<file path="src/rtl/hilo_ctrl.sv">
// hilo_ctrl: HI/LO multiply/divide controller.
// Multiplies and MTHI/MTLO write HI/LO one cycle after acceptance with no stall.
// DIV/DIVU run a 32-iteration restoring divider and write HI/LO 33 cycles
// after acceptance, holding the pipeline (stall) until the write cycle.
//
// Handshake: a request (start, op, a, b) is taken in a cycle where the FSM is
// IDLE, start=1, flush=0 and op is 0..5; otherwise it is dropped with no
// effect. There is no ready output; the pipeline must hold the instruction
// while stall=1. hilo_we is a single-cycle strobe that qualifies hi_w/lo_w,
// and flush suppresses it in the cycle flush is high.
module hilo_ctrl (
  input  logic        clk,
  input  logic        rst,
  input  logic        start,
  input  logic [2:0]  op,
  input  logic [31:0] a,
  input  logic [31:0] b,
  input  logic [31:0] hi_cur,
  input  logic [31:0] lo_cur,
  input  logic        flush,
  output logic        stall,
  output logic        hilo_we,
  output logic [31:0] hi_w,
  output logic [31:0] lo_w
);

  typedef enum logic [1:0] {
    IDLE    = 2'd0,
    DIV_RUN = 2'd1,
    DONE    = 2'd2
  } state_t;

  localparam logic [2:0] OP_MULT  = 3'd0;
  localparam logic [2:0] OP_MULTU = 3'd1;
  localparam logic [2:0] OP_DIV   = 3'd2;
  localparam logic [2:0] OP_DIVU  = 3'd3;
  localparam logic [2:0] OP_MTHI  = 3'd4;
  localparam logic [2:0] OP_MTLO  = 3'd5;

  state_t      state, state_nxt;
  logic [5:0]  cnt;

  // Divider working registers
  logic [31:0] rem_q;
  logic [31:0] quo_q;
  logic [31:0] dvs_q;
  logic [31:0] a_q;
  logic        neg_q;
  logic        neg_r;
  logic        div0_q;

  // Pending one-cycle write for multiply / move operations
  logic        wr_pend_q;
  logic [31:0] hi_q;
  logic [31:0] lo_q;

  // Request decode
  logic        accept;
  logic        is_div;
  logic        accept_div;
  logic        accept_wr;
  logic        last_iter;

  assign is_div     = (op == OP_DIV) || (op == OP_DIVU);
  assign accept     = (state == IDLE) && start && !flush && (op <= OP_MTLO);
  assign accept_div = accept && is_div;
  assign accept_wr  = accept && !is_div;
  assign last_iter  = (cnt == 6'd31);

  // Multiplier: sign-extend for MULT, zero-extend for MULTU
  logic        mul_signed;
  logic [63:0] mul_a_ext;
  logic [63:0] mul_b_ext;
  logic [63:0] product;

  assign mul_signed = (op == OP_MULT);
  assign mul_a_ext  = {{32{a[31] & mul_signed}}, a};
  assign mul_b_ext  = {{32{b[31] & mul_signed}}, b};
  assign product    = mul_a_ext * mul_b_ext;

  // Operand magnitudes for the divider (signed DIV only)
  logic        div_signed;
  logic [31:0] a_mag;
  logic [31:0] b_mag;

  assign div_signed = (op == OP_DIV);
  assign a_mag      = (div_signed && a[31]) ? (~a + 32'd1) : a;
  assign b_mag      = (div_signed && b[31]) ? (~b + 32'd1) : b;

  // One restoring-division step: shift in next dividend bit, trial subtract
  logic [32:0] trial;
  logic [31:0] rem_nxt;
  logic [31:0] quo_nxt;
  logic [31:0] q_fix;
  logic [31:0] r_fix;

  assign trial   = {rem_q, quo_q[31]} - {1'b0, dvs_q};
  assign rem_nxt = trial[32] ? {rem_q[30:0], quo_q[31]} : trial[31:0];
  assign quo_nxt = {quo_q[30:0], ~trial[32]};
  assign q_fix   = neg_q ? (~quo_nxt + 32'd1) : quo_nxt;
  assign r_fix   = neg_r ? (~rem_nxt + 32'd1) : rem_nxt;

  // State register
  always_ff @(posedge clk or posedge rst) begin
    if (rst) begin
      state <= IDLE;
    end else begin
      state <= state_nxt;
    end
  end

  // Next-state logic; flush returns to IDLE from anywhere
  always_comb begin
    state_nxt = state;
    case (state)
      IDLE:    if (accept_div) state_nxt = DIV_RUN;
      DIV_RUN: if (last_iter)  state_nxt = DONE;
      DONE:    state_nxt = IDLE;
      default: state_nxt = IDLE;
    endcase
    if (flush) state_nxt = IDLE;
  end

  // Outputs: stall covers the divide acceptance cycle and every DIV_RUN cycle
  always_comb begin
    stall   = 1'b0;
    hilo_we = 1'b0;
    if (!rst && !flush) begin
      stall   = (state == DIV_RUN) || accept_div;
      hilo_we = (state == DONE) || wr_pend_q;
    end
  end

  // Iteration counter: counts DIV_RUN cycles, zero elsewhere
  always_ff @(posedge clk or posedge rst) begin
    if (rst) begin
      cnt <= 6'd0;
    end else if ((state == DIV_RUN) && !flush) begin
      cnt <= cnt + 6'd1;
    end else begin
      cnt <= 6'd0;
    end
  end

  // Divider datapath: latch operands on acceptance, iterate in DIV_RUN
  always_ff @(posedge clk or posedge rst) begin
    if (rst) begin
      rem_q  <= 32'd0;
      quo_q  <= 32'd0;
      dvs_q  <= 32'd0;
      a_q    <= 32'd0;
      neg_q  <= 1'b0;
      neg_r  <= 1'b0;
      div0_q <= 1'b0;
    end else if (accept_div) begin
      rem_q  <= 32'd0;
      quo_q  <= a_mag;
      dvs_q  <= b_mag;
      a_q    <= a;
      neg_q  <= div_signed && (a[31] ^ b[31]);
      neg_r  <= div_signed && a[31];
      div0_q <= (b == 32'd0);
    end else if ((state == DIV_RUN) && !flush) begin
      rem_q  <= rem_nxt;
      quo_q  <= quo_nxt;
    end
  end

  // Result registers: loaded on multiply/move acceptance or final divide step
  always_ff @(posedge clk or posedge rst) begin
    if (rst) begin
      wr_pend_q <= 1'b0;
      hi_q      <= 32'd0;
      lo_q      <= 32'd0;
    end else begin
      wr_pend_q <= accept_wr;
      if (accept_wr) begin
        case (op)
          OP_MULT, OP_MULTU: begin
            hi_q <= product[63:32];
            lo_q <= product[31:0];
          end
          OP_MTHI: begin
            hi_q <= a;
            lo_q <= lo_cur;
          end
          default: begin
            hi_q <= hi_cur;
            lo_q <= a;
          end
        endcase
      end else if ((state == DIV_RUN) && !flush && last_iter) begin
        hi_q <= div0_q ? a_q : r_fix;
        lo_q <= div0_q ? 32'hFFFF_FFFF : q_fix;
      end
    end
  end

  assign hi_w = hi_q;
  assign lo_w = lo_q;

endmodule

</file>
<file path="config.mk">
export PLATFORM = sky130hd
export DESIGN_NAME = hilo_ctrl
export DESIGN_NICKNAME = d
export VERILOG_FILES = /design/src/rtl/hilo_ctrl.sv
export SDC_FILE = /design/constraint.sdc
export NUM_CORES = 2
export LEC_CHECK = 0
export CAP_MARGIN = 20
export CELL_PAD_IN_SITES_DETAIL_PLACEMENT = 1
export CELL_PAD_IN_SITES_GLOBAL_PLACEMENT = 1
export CORE_ASPECT_RATIO = 1.25
export CORE_UTILIZATION = 40
export CTS_BUF_LIST = sky130_fd_sc_hd__clkbuf_8
export DETAILED_ROUTE_END_ITERATION = 7
export GPL_TIMING_DRIVEN = 0
export PLACE_DENSITY_LB_ADDON = 0.3
export SYNTH_ARGS = -nofsm -noshare
export SYNTH_HDL_FRONTEND = slang
export SYNTH_SLANG_ARGS = --single-unit
</file>
<file path="constraint.sdc">
create_clock -name clk -period 6.9 [get_ports clk]
set_input_delay 1.38 -clock clk [delete_from_list [all_inputs] [get_ports clk]]
set_output_delay 1.38 -clock clk [all_outputs]
set_load 0.005 [all_outputs]
</file>
==> qor.yml <==
place.port_buffers: 176
slowest_delay_ns: 0.66
die_h_um: 408
relSlewSlack_pct: 9.45
yosys_warnings: 0
drcViolationCount: 0
synth_most_common_cell: "inv_1"
dieArea_um2: 134000
startpoint_type: "input pin"
cp_common_cell: "fa_2"
setup_ws_ns: -2.85
dpl_cell_area_um2: 58400
initialDrtViolationCount: 4079
dp_cells: 8023
synth_seq_cells: 204
reg2reg_depth: 27
vias: 48931
outcome: "finished with violations"
setup.worst_path.start: "op[2]"
drv_cap: 0
hold_path_class: "reg -> reg"
nFillCells: 14803
yosysTopAreaCell: "fa_1"
clockRootBuffer: "clkbuf_8"
path_depth: 32
die-width_um: 327
wirelength_mm: 265
cts_tree: "yes"
grt_max_degree: 40
netlist_area_um2: 52800
fin_crit_ns: 9.75
critical_path_required_ns: 7.40
violations: "setup timing"
synthTopCellsByCount: "inv_1, fa_1, nand2_1"
first_pass_iters: 5
dpl.hpwl_mm: 205
async_flop_share_pct: 100
hold_viol: 0
core.rowCount: 148
via_per_inst: 5.86
numCtsBuffers: 27
rsz0062_at_grt: "yes"
grt_pass1_vias: 52792
crit_buf_inv: 8
endpoint: "hi_w[20]"
syn-num-nets: 7617
critPathTopFamily: "adder cells"
clock_sinks: 204
setup_viol: 50
worstSkewPairLatency_ns: 0.65
gp_congestion: 1.04
ys_seq_area_share_pct: 9.66
synthCells: 6106
critPathArrivalTime_ns: 10.24
maxSlewViolCount: 0
fin_worst_skew_ns: 0.0407
worst_pin_slew_ns: 1.36
final-instance-count-excl-fill: 8351
fin_crit_sh_pct: 141
stdcell_area_um2: 65100
worstReg2RegStart: "quo_q[31]"
start_util_pct: 40.5
crit_fanout: 4
synthTopCellsByArea: "fa_1, dfrtp_1, inv_1, nand2_1, ha_1"
clock_path_buffers: 3
dpl_worst_slack_ns: -5.09
antenna_found_initial: 34
grt_pass1_wl_mm: 370
wl_per_cell_um: 31.7
cp_slowest_cell: "fa_2"
worstSetupPathType: "in -> reg"
io_pins: 201
grt_overflow: 0
regToRegSetupSlack_ns: -1.06
syn2layout_area_growth_pct: 23.3
reg2reg_to: "hi_w[30]"
finish.utilization_pct: 49.9
postRouteAntennaNets: 0
synth_top_area_share_pct: 42.7
synth_edf_count: 0
fin_nets: 8107
core_um2: 131000
end_kind: "flip-flop"
synth_cell_types: 88
fmax_mhz: 103
track_usage_pct: 39.0
cts_hold_buf: 0
cts_max_level: 1
synth.avg_cell_area_um2: 8.65
drive_above_1_share_pct: 16.9
path_clk_slew_ns: 0.08
synth_ff_type: "dfrtp_1"
==> metal layers <==
layer  track usage [%]  vias up  share of wire [%]
met5                 0        -              0.061
met4              31.6       20                 10
met2              63.2     2778                 46
li1                  -    19692                  -
met3              9.06     1017                9.5
met1              43.8    25424                 34
==> cells by family after synthesis <==
logic type | after synthesis | synth area share [%]
and+or+nand+nor | 1847 | 16.0
muxes | 50 | 0.962
buffers and inverters | 1613 | 11.5
AOI/OAI and AO/OA | 833 | 10.2
adders and majority gates | 1376 | 48.6
DFF | 204 | 9.66
xor gates and xnor gates | 183 | 3.03
==> metrics by stage <==
step | TNS, ns | hold WS (ns)
3_5_place_dp | -192.99 | 0.468
4_1_cts | -75.43 | 0.487
6_report | -83.55 | 0.484
2_1_floorplan | -59.81 | 0.437
3_3_place_gp | -190.02 | 0.461
5_1_grt | -88.04 | 0.501
==> cells in the final DEF, fill, tap and decap left out, types with 35 or more instances in the layout <==
cell type	instances
o21ai_2	35
inv_2	57
ha_1	208
a221oi_1	39
o31ai_1	43
xnor2_1	96
o21ai_0	171
fa_1	1059
nand2_1	1019
nand3_1	71
clkbuf_16	56
and3_1	36
buf_4	222
clkdlybuf4s50_1	135
dfrtp_1	204
and2_1	276
a21o_1	54
fa_2	67
buf_6	71
mux2i_1	42
clkbuf_4	44
buf_12	50
buf_8	42
xor2_1	53
ha_4	37
clkbuf_1	119
nor2_1	157
o21ai_1	57
nor3_1	37
inv_1	1156
a21oi_1	132
clkbuf_8	73
==> what timing repair did <==
item                       CTS  global route
setup buffers              211            89
gates cloned                 5             1
pin swaps                  207           192
setup endpoints to repair   56            53
gates resized for setup    894           356
==> worst min-delay path: stages (launching register included) <==
cell	delay, ns
dfrtp_1	0.34
nand2_1	0.05
o21ai_0	0.06
==> flip-flops by register name, indices dropped and copies added (netlist names) <==
| name | flops |
|---|---|
| dvs_q | 32 |
| rem_q | 32 |
| div0_q | 1 |
| state | 2 |
| wr_pend_q | 1 |
| a_q | 32 |
| neg_q | 1 |
| quo_q | 32 |
| cnt | 6 |
| hi_w | 32 |
| neg_r | 1 |
| lo_w | 32 |
==> cell type report <==
class	count	area, um2	area share [%]
sequential	204	5100	7.84
clock inverter	14	106	0.163
clock buffer	36	495	0.761
inverter	1218	4600	7.06
buffer	371	3660	5.62
tap	1725	2160	3.31
multi-input combinational	4289	44000	67.6
timing repair buffer	485	4970	7.63
antenna	9	22.5	0.0346
==> worst min-delay path by stage <==
stage                         start   endpoint  cells past startpoint
after CTS                   a_q[10]    a_q[10]                      1
final                     dvs_q[28]  dvs_q[28]                      2
after global routing        a_q[10]    a_q[10]                      1
after detailed placement    a_q[10]    a_q[10]                      1
after global placement     lo_w[12]   lo_w[12]                      2
after floorplan             a_q[27]    a_q[27]                      2
Power is not shown: default switching activity piles up to over one toggle a cycle in this logic, so the estimate is an artifact.
